[src/rtl/branch_pkg.sv]
// Shared definitions for the branch resolution slice.
//   PC_W / INSN_BYTES : address width and fixed instruction size
//   bru_state_t       : resolver FSM encoding (RUN, RECOVER)
//   shadow_entry_t    : one stage of the prediction shadow pipeline
//   next_seq_pc()     : fall-through PC (wraps at 2^PC_W)
package branch_pkg;

    localparam int PC_W       = 64;
    localparam int INSN_BYTES = 4;

    typedef enum logic [0:0] {
        RUN     = 1'b0,
        RECOVER = 1'b1
    } bru_state_t;

    typedef struct packed {
        logic            valid;
        logic [PC_W-1:0] pc;
        logic [PC_W-1:0] pred_pc;
    } shadow_entry_t;

    function automatic logic [PC_W-1:0] next_seq_pc(input logic [PC_W-1:0] pc);
        return pc + PC_W'(INSN_BYTES);
    endfunction

endpackage

[src/rtl/sat_counter.sv]
// Saturating up-counter.
//   clk   : clock, rising edge
//   rst   : synchronous active-high clear
//   inc   : add one this cycle (ignored once the count is all-ones)
//   count : current value
module sat_counter #(
    parameter int WIDTH = 32
) (
    input  logic             clk,
    input  logic             rst,
    input  logic             inc,
    output logic [WIDTH-1:0] count
);

    logic [WIDTH-1:0] count_reg;

    always_ff @(posedge clk) begin
        if (rst) begin
            count_reg <= '0;
        end else if (inc && (count_reg != '1)) begin
            count_reg <= count_reg + WIDTH'(1);
        end
    end

    assign count = count_reg;

endmodule

[src/rtl/branch_resolve_unit.sv]
// Branch resolution unit: compares the EX-stage outcome of a branch/jump with
// the BTB prediction captured at fetch, and emits a one-cycle flush/redirect
// plus BTB training write on a mispredict.
//   clk, rst                      : clock / synchronous active-high reset
//   stall                         : freeze shadow pipeline, defer resolution
//   if_valid, if_pc, if_pred_pc   : fetch slot and its BTB prediction
//   ex_is_branch, ex_taken,
//   ex_branch_pc, ex_is_jump,
//   ex_jump_pc                    : EX-stage resolved control-flow info
//   flush, redirect_pc            : registered squash pulse and restart PC
//   upd_en, upd_pc, upd_target,
//   upd_was_taken, upd_jumped     : registered BTB training write
//   n_ctrl, n_mispred             : saturating statistics
module branch_resolve_unit
    import branch_pkg::*;
#(
    parameter int PIPE_DEPTH     = 2,
    parameter int RECOVER_CYCLES = 2,
    parameter int CNT_W          = 32
) (
    input  logic             clk,
    input  logic             rst,
    input  logic             stall,
    input  logic             if_valid,
    input  logic [PC_W-1:0]  if_pc,
    input  logic [PC_W-1:0]  if_pred_pc,
    input  logic             ex_is_branch,
    input  logic             ex_taken,
    input  logic [PC_W-1:0]  ex_branch_pc,
    input  logic             ex_is_jump,
    input  logic [PC_W-1:0]  ex_jump_pc,
    output logic             flush,
    output logic [PC_W-1:0]  redirect_pc,
    output logic             upd_en,
    output logic [PC_W-1:0]  upd_pc,
    output logic [PC_W-1:0]  upd_target,
    output logic             upd_was_taken,
    output logic             upd_jumped,
    output logic [CNT_W-1:0] n_ctrl,
    output logic [CNT_W-1:0] n_mispred
);

    localparam int RC_W = $clog2(RECOVER_CYCLES + 1);

    // ------------------------------------------------------------------
    // Shadow pipeline: follows each fetched instruction to EX so its
    // prediction is available at resolution time.
    // ------------------------------------------------------------------
    shadow_entry_t shadow_in  [PIPE_DEPTH];
    shadow_entry_t shadow_out [PIPE_DEPTH];
    shadow_entry_t ex_entry;
    logic          mispredict;

    assign shadow_in[0] = '{valid: if_valid, pc: if_pc, pred_pc: if_pred_pc};

    generate
        for (genvar gi = 1; gi < PIPE_DEPTH; gi++) begin : g_chain
            assign shadow_in[gi] = shadow_out[gi-1];
        end

        for (genvar gi = 0; gi < PIPE_DEPTH; gi++) begin : g_stage
            shadow_entry_t entry_reg;

            always_ff @(posedge clk) begin
                if (rst) begin
                    entry_reg <= '0;
                end else if (!stall) begin
                    entry_reg.pc      <= shadow_in[gi].pc;
                    entry_reg.pred_pc <= shadow_in[gi].pred_pc;
                    // Everything in flight behind a mispredict is wrong-path.
                    entry_reg.valid   <= shadow_in[gi].valid & ~mispredict;
                end
            end

            assign shadow_out[gi] = entry_reg;
        end
    endgenerate

    assign ex_entry = shadow_out[PIPE_DEPTH-1];

    // ------------------------------------------------------------------
    // Resolution
    // ------------------------------------------------------------------
    bru_state_t      state_reg, state_next;
    logic [RC_W-1:0] rc_cnt_reg, rc_cnt_next;

    logic            actual_taken;
    logic [PC_W-1:0] actual_tgt;
    logic            resolve;
    logic            mis_taken;
    logic            mis_fallthru;

    assign actual_taken = (ex_is_branch & ex_taken) | ex_is_jump;
    assign actual_tgt   = ex_is_jump ? ex_jump_pc : ex_branch_pc;
    assign resolve      = ex_entry.valid & ~stall & (state_reg == RUN);

    // Taken with a wrong (or missing) target, or predicted taken but fell through.
    assign mis_taken    = actual_taken & (ex_entry.pred_pc != actual_tgt);
    assign mis_fallthru = ~actual_taken & (ex_entry.pred_pc != '0);
    assign mispredict   = resolve & (mis_taken | mis_fallthru);

    // ------------------------------------------------------------------
    // Recovery FSM: ignore EX for RECOVER_CYCLES non-stalled cycles
    // after a redirect while wrong-path work drains.
    // ------------------------------------------------------------------
    always_ff @(posedge clk) begin
        if (rst) begin
            state_reg  <= RUN;
            rc_cnt_reg <= '0;
        end else begin
            state_reg  <= state_next;
            rc_cnt_reg <= rc_cnt_next;
        end
    end

    always_comb begin
        state_next  = state_reg;
        rc_cnt_next = rc_cnt_reg;
        case (state_reg)
            RUN: begin
                if (mispredict) begin
                    state_next  = RECOVER;
                    rc_cnt_next = RC_W'(RECOVER_CYCLES);
                end
            end
            RECOVER: begin
                if (!stall) begin
                    if (rc_cnt_reg <= RC_W'(1)) begin
                        state_next  = RUN;
                        rc_cnt_next = '0;
                    end else begin
                        rc_cnt_next = rc_cnt_reg - RC_W'(1);
                    end
                end
            end
            default: begin
                state_next  = RUN;
                rc_cnt_next = '0;
            end
        endcase
    end

    // ------------------------------------------------------------------
    // Registered redirect / BTB training pulse. Non-pulse cycles drive
    // zero on every field so stale values never leak out.
    // ------------------------------------------------------------------
    logic            flush_reg;
    logic [PC_W-1:0] redirect_pc_reg;
    logic            upd_en_reg;
    logic [PC_W-1:0] upd_pc_reg;
    logic [PC_W-1:0] upd_target_reg;
    logic            upd_was_taken_reg;
    logic            upd_jumped_reg;

    always_ff @(posedge clk) begin
        if (rst || !mispredict) begin
            flush_reg         <= 1'b0;
            redirect_pc_reg   <= '0;
            upd_en_reg        <= 1'b0;
            upd_pc_reg        <= '0;
            upd_target_reg    <= '0;
            upd_was_taken_reg <= 1'b0;
            upd_jumped_reg    <= 1'b0;
        end else begin
            flush_reg         <= 1'b1;
            upd_en_reg        <= 1'b1;
            upd_pc_reg        <= ex_entry.pc;
            upd_was_taken_reg <= ex_is_branch & ex_taken;
            upd_jumped_reg    <= ex_is_jump;
            if (mis_taken) begin
                redirect_pc_reg <= actual_tgt;
                upd_target_reg  <= actual_tgt;
            end else begin
                // Predicted-taken fall-through: restart sequentially and
                // invalidate the BTB entry.
                redirect_pc_reg <= next_seq_pc(ex_entry.pc);
                upd_target_reg  <= '0;
            end
        end
    end

    assign flush         = flush_reg;
    assign redirect_pc   = redirect_pc_reg;
    assign upd_en        = upd_en_reg;
    assign upd_pc        = upd_pc_reg;
    assign upd_target    = upd_target_reg;
    assign upd_was_taken = upd_was_taken_reg;
    assign upd_jumped    = upd_jumped_reg;

    // ------------------------------------------------------------------
    // Statistics
    // ------------------------------------------------------------------
    sat_counter #(.WIDTH(CNT_W)) u_ctrl_cnt (
        .clk   (clk),
        .rst   (rst),
        .inc   (resolve & (ex_is_branch | ex_is_jump)),
        .count (n_ctrl)
    );

    sat_counter #(.WIDTH(CNT_W)) u_mispred_cnt (
        .clk   (clk),
        .rst   (rst),
        .inc   (mispredict),
        .count (n_mispred)
    );

endmodule

[config.mk]
export PLATFORM = sky130hd
export DESIGN_NAME = branch_resolve_unit
export DESIGN_NICKNAME = d
export VERILOG_FILES = /design/src/rtl/branch_pkg.sv /design/src/rtl/sat_counter.sv /design/src/rtl/branch_resolve_unit.sv
export SDC_FILE = /design/constraint.sdc
export NUM_CORES = 1
export LEC_CHECK = 0
export ABC_AREA = 1
export CORE_UTILIZATION = 50
export CTS_CLUSTER_DIAMETER = 80
export CTS_CLUSTER_SIZE = 30
export DETAILED_ROUTE_END_ITERATION = 10
export GPL_ROUTABILITY_DRIVEN = 0
export HOLD_SLACK_MARGIN = 0.15
export PLACE_DENSITY = 0.8
export SYNTH_ARGS = -nofsm -noshare
export SYNTH_HDL_FRONTEND = slang
export SYNTH_SLANG_ARGS = --single-unit
[constraint.sdc]
create_clock -name clk -period 2.9 [get_ports clk]
set_input_delay 0.435 -clock clk [delete_from_list [all_inputs] [get_ports clk]]
set_output_delay 0.435 -clock clk [all_outputs]
set_load 0.02 [all_outputs]
==> results_dict.tcl, run 1 <==
set metrics [dict create \
    place_inst 4214 \
    rr_worst_depth 10 \
    clk_pin_slew_ns 0.11 \
    h-tree-depth 1 \
    cp_slowest_stage_delay_ns 0.40 \
    cts_buffers 26 \
    final.period_utilization 0.9408 \
    grt-ovfl-total 0 \
    slew-limit-headroom 0.3262 \
    ant_nets 0 \
    fin_worst_skew_ns 0.02072 \
    setup_ws_ns 0.1717 \
    total_power_uw 14030 \
    antenna_found_initial 10 \
    drc_errors 0 \
    slew_viol_final 0 \
    synth-seq-cells 520 \
    cap_violations 0 \
    crit_arrival_ns 3.27 \
    via_count 23202 \
    ir_drop_v 0.0004429 \
    clock-sinks 520 \
    cts_resized 0 \
    area_growth_pct 32.52 \
    start_kind "register" \
    worst_slew_pin_slew_ns 1.011 \
    r2r_slack_ns 0.17 \
    root_buffer "clkbuf_16" \
    grt_max_degree 218 \
    status "finished, final reports clean" \
    layout-drive-gt1-share 0.04493 \
    cp-startpoint "ex_entry[67]" \
    dieArea_mm2 0.04537 \
    dp.final_hpwl_um 62090 \
    hold_viol_final 0 \
    criticalPathCategory "reg2reg" \
    cts_buffer_depth 3 \
    reg2reg_from "ex_entry[67]" \
    die_x_um 213 \
    cts_tree "yes" \
    yosysUniqueCellTypes 35 \
    grt_pass1_vias 21382 \
    yosysTopAreaCellShare 0.4677 \
    cp_max_fo 4 \
    initial_utilization 0.5122 \
    timing.fmax_ghz 0.3665 \
    syn_nets 3433 \
    cp.depth 10 \
    avgSynthCellArea_um2 7.029 \
    io_buffers 522 \
    crit_path_end "redirect_pc[58]" \
    rsz0062_at_grt "no" \
    dp_slack_ns -0.001560 \
    cp.required_ns 3.44 \
    grt_use_total 0.3499 \
    nets 3923 \
    setup_tns_ns 0 \
    hp-class "in2reg" \
    finalWirelength_um 82020 \
    yosysSeqAreaShare 0.4677 \
    r2r_end "redirect_pc[58]" \
    crit_chain "ha_1, nand2_1, nor2_1, nand2_1, nor3_1, nand4_1, nor3_1, xor2_1, nand2_1, a21oi_1" \
    vias_per_cell 5.440 \
    cp-end-kind "register" \
    path_buf_inv 0 \
    io_pins 523 \
    final_cells 4265 \
    finalSetupViolCount 0 \
    core_mm2 0.04346 \
    wl_per_cell_um 19.23 \
    cp_slowest_cell "nand4_1" \
    num_rows 76 \
    power-per-cell-area_mw_per_mm2 475.8 \
    post-cts-setup-buffers 0 \
    dr.pass1.iters 6 \
    die_y_um 213 \
    syn_area_mm2 0.02226 \
    synthTopCellsByArea "dfxtp_1 (47%), nand2_1 (11%), nor2_1 (9.8%)" \
    ys_warn_count 0 \
    postSynthCellCount 3167 \
    yosys.area.top_type "dfxtp_1" \
    p_leak_uw 0.01199 \
    first_iter_violations 2233 \
    holdBufCountCts 0 \
    clock_latency_ns 0.60 \
    period_minus_slack_ns 2.728 \
    crit_path_frequent_cell "nand2_1" \
    cp_top_family "simple AND/OR/NAND/NOR gates" \
    grt_pass1_wl_um 121400 \
]
==> tightest hold or removal path, cell delays in order <==
cell     delay [ns]
buf_2          0.13
inv_6          0.15
nand2_1        0.12
nor2_1         0.03
==> where the power goes <==
part           switching (uW)  total, uW  internal, uW
Clock                    2650       4690          2040
Sequential                174       7570          7390
Combinational            1010       1780           769
==> cells in the final DEF, fill, tap and decap left out, types with 2 or more instances in the layout <==
master	Yosys	layout
nand2_1	630	627
xnor2_1	9	9
or2_1	3	3
nor2_1	582	582
nor4_1	31	31
clkinv_8	0	3
nand3b_1	13	13
clkinv_16	0	2
nor3b_1	5	5
o21ai_0	276	276
clkbuf_16	0	27
nand3_1	142	142
clkdlybuf4s50_1	0	519
buf_4	15	86
or2_2	2	2
and2_1	2	2
bufinv_16	0	2
buf_2	33	2
nor3_1	63	63
inv_1	287	287
o21ai_1	2	2
a21oi_1	238	238
inv_6	0	2
inv_2	5	3
xor2_1	72	72
dfxtp_1	520	520
nand2_2	1	3
nand4_1	106	106
diode_2	0	8
clkinv_2	0	2
a31oi_1	3	3
inv_12	0	2
buf_12	0	18
inv_8	0	2
ha_1	3	3
==> worst min path at each step <==
| stage | startpoint | endpoint | cells after the start | slack [ns] |
|---|---|---|---|---|
| after floorplan | ex_entry[64] | upd_pc[0] | 2 | 0.43 |
| after global placement | ex_entry[64] | upd_pc[0] | 2 | 0.45 |
| after detailed placement | ex_entry[64] | upd_pc[0] | 2 | 0.45 |
| after CTS | rst | u_ctrl_cnt.count[23] | 4 | 0.34 |
| after global routing | rst | u_ctrl_cnt.count[25] | 4 | 0.36 |
| final | rst | u_mispred_cnt.count[1] | 4 | 0.32 |
==> synthesized netlist by cell type (all sizes together) <==
master / number
a31o: 1
a31oi: 3
o31ai: 1
nand2: 631
xnor2: 9
nor3b: 5
and2: 2
o21ai: 278
o311ai: 1
inv: 292
o21a: 1
nor2: 583
nor3: 63
buf: 56
xor2: 72
a21oi: 238
dfxtp: 520
nand3b: 13
nand4: 107
and3: 1
or2: 5
clkbuf: 108
ha: 3
nor4: 31
nand3: 143
==> area by class of cell <==
cell class                 count  area [um^2]
timing repair buffer         626         6226
clock inverter                15        262.8
multi-input combinational   2191        10050
antenna                        8        20.02
fill                        3779        13960
inverter                     292         1104
clock buffer                  28        689.4
tap                          585        732.0
sequential                   520        10410
==> metrics by stage <==
stage | instance area, um^2 | hold slack (ns) | util
detailed placement | 28530 | 0.4474 | 0.6564
CTS | 29480 | 0.3439 | 0.6783
global route | 29490 | 0.3602 | 0.6786
floorplan | 22260 | 0.4304 | -
global placement | 28530 | 0.4456 | 0.6564
finish | 29500 | 0.3238 | 0.6788
==> metal layers <==
| layer | track usage | routed length [um] | up-vias |
|---|---|---|---|
| met1 | 0.4132 | 30520 | 10631 |
| met5 | 0 | 41 | - |
| met2 | 0.5707 | 37610 | 1181 |
| met4 | 0.1972 | 4794 | 6 |
| li1 | - | - | 11167 |
| met3 | 0.09796 | 9053 | 217 |
==> logic make-up after synthesis <==
logic type / synth area share
AOI/OAI and AO/OA: 0.1183
and+or+nand+nor: 0.2989
buffers and inverters: 0.08161
DFF: 0.4677
adders and majority gates: 0.001686
xor gates and xnor gates: 0.03187
No activity file was read; power rests on OpenSTA's default activity.
==> inputs of run 2 (changes only) <==
CORE_UTILIZATION = 51   (was 50)
CTS_CLUSTER_DIAMETER = not set   (was 80)
DONT_BUFFER_PORTS = 1   (was not set)
PLACE_DENSITY = 0.66   (was 0.8)
clock period = 3 ns   (was 2.9 ns; I/O delays follow)
==> run 2 against run 1 <==
Net effect:
- sequential power shrank 3.0%
- final cell count shrank 5.8%
- die area shrank 1.9%
- worst hold slack lost 0.16 ns
- critical path depth grew 8
- largest cell class unchanged
- highest routed layer is now met4
==> results_dict.tcl, run 2 (synthesized netlist as in run 1, its figures left out) <==
set metrics [dict create \
    rr_worst_depth 12 \
    slew_viol_final 0 \
    ant_nets 0 \
    post-cts-setup-buffers 0 \
    grt_use_total 0.3719 \
    io_buffers 0 \
    clk_pin_slew_ns 0.06 \
    cap_violations 0 \
    slew-limit-headroom 0.2739 \
    worst_slew_pin_slew_ns 1.089 \
    cp-startpoint "ex_branch_pc[25]" \
    cts_tree "yes" \
    num_rows 76 \
    cts_buffer_depth 3 \
    clock_latency_ns 0.62 \
    finalWirelength_um 85340 \
    root_buffer "clkbuf_16" \
    dieArea_mm2 0.04449 \
    cp_slowest_stage_delay_ns 0.55 \
    criticalPathCategory "in2reg" \
    crit_path_end "g_stage[0].entry_reg[128]" \
    layout-drive-gt1-share 0.05099 \
    r2r_end "redirect_pc[51]" \
    grt_pass1_vias 21898 \
    cp-end-kind "register" \
    cp_max_fo 5 \
    reg2reg_from "ex_entry[67]" \
    timing.fmax_ghz 0.3424 \
    r2r_slack_ns 0.30 \
    via_count 22824 \
    core_mm2 0.04308 \
    dr.pass1.iters 9 \
    grt_max_degree 187 \
    crit_arrival_ns 3.45 \
    postPlaceCellArea_mm2 0.02291 \
    grt_pass1_wl_um 127100 \
    total_power_uw 16400 \
    layout_common_cells "nand2_1 (627), nor2_1 (580), dfxtp_1 (520), inv_1 (287), o21ai_0 (276)" \
    finalSetupViolCount 0 \
    crit_path_frequent_cell "nand2_1" \
    area_growth_pct 24.23 \
    fin_worst_skew_ns 0.03248 \
    hp-class "in2reg" \
    crit_chain "dlygate4sd3_1, nand2_1, nand2_1, dlygate4sd3_1, inv_1, nand2_1, nand2_1, nor2_1, nand2_1, nor2_2, nand2_1, nor2_2, nand3_1, nand3_2, buf_4, nand3_1, a21oi_1, dlygate4sd3_1" \
    vias_per_cell 5.679 \
    p_leak_uw 0.01164 \
    dp.final_hpwl_um 59020 \
    final_cells 4019 \
    status "finished, final reports clean" \
    antenna_found_initial 1 \
    final.period_utilization 0.9735 \
    wl_per_cell_um 21.23 \
    power-per-cell-area_mw_per_mm2 593.0 \
    first_iter_violations 2518 \
    nets 3653 \
    start_kind "primary input" \
    grt-ovfl-total 0 \
    clock-sinks 520 \
    place_inst 3646 \
    dp_slack_ns 0.1731 \
    cp.required_ns 3.53 \
    layout_commonest_cell "nand2_1" \
    cp_slowest_cell "dlygate4sd3_1" \
    drc_errors 0 \
    period_minus_slack_ns 2.921 \
    h-tree-depth 2 \
    die_y_um 210.9 \
    initial_utilization 0.5168 \
    final_cell_area_mm2 0.02765 \
    cts_buffers 54 \
    hold_viol_final 0 \
    setup_ws_ns 0.07946 \
    io_pins 523 \
    die_x_um 210.9 \
    ir_drop_v 0.0004157 \
]
[run 2: per-stage QoR]
| stage | setup TNS (ns) | utilization | hold WS (ns) |
|---|---|---|---|
| 2_1_floorplan | 0 | - | 0.4304 |
| 3_3_place_gp | 0 | 0.5319 | 0.4470 |
| 3_5_place_dp | 0 | 0.5319 | 0.4517 |
| 4_1_cts | 0 | 0.6417 | 0.1518 |
| 5_1_grt | -0.003974 | 0.6418 | 0.1596 |
| 6_report | 0 | 0.6419 | 0.1643 |
[run 2: power breakdown]
group / internal [uW] / switching [uW] / total [uW]
sequential: 7150 / 192 / 7340
clock: 4490 / 2960 / 7450
combinational: 646 / 959 / 1610
total: 12300 / 4110 / 16400
[run 2: area by class of cell]
class	count	area, um^2
tap	585	732.0
inverter	292	1104
sequential	520	10410
clock buffer	67	1491
timing repair buffer	328	3361
multi-input combinational	2191	10060
antenna	2	5.005
fill	3783	15420
clock inverter	34	490.5
[run 2: worst min path at each step]
stage,from,to,cells past startpoint
after floorplan,ex_entry[64],upd_pc[0],2
after global placement,ex_entry[64],upd_pc[0],2
after detailed placement,g_stage[0].entry_reg[128],g_stage[0].entry_reg[128],2
after CTS,ex_jump_pc[29],upd_target[29],4
after global routing,if_pred_pc[32],g_stage[0].entry_reg[32],2
final,if_pred_pc[32],g_stage[0].entry_reg[32],2
[run 2: worst max-delay path: cells and delay by family]
kind	cells	cell delay (ns)
buf+inv	5	1.85
simple gates	12	1.06
compound gates	1	0.11
[run 2: what timing repair did]
action | 4_1_cts | 5_1_grt
resized for setup | 0 | 2
hold buffers | 270 | 0
endpoints found under the setup margin | 0 | 2
endpoints found under the hold margin | 343 | 0
[run 2: routing by layer]
metal,wire length [um],up-vias,share of wire,track usage
met5,0,-,0,0
met4,6143,0,0.072,0.2459
met3,9622,312,0.11,0.1170
met2,38120,1329,0.45,0.5929
met1,31460,10512,0.37,0.4295
li1,-,10671,-,-
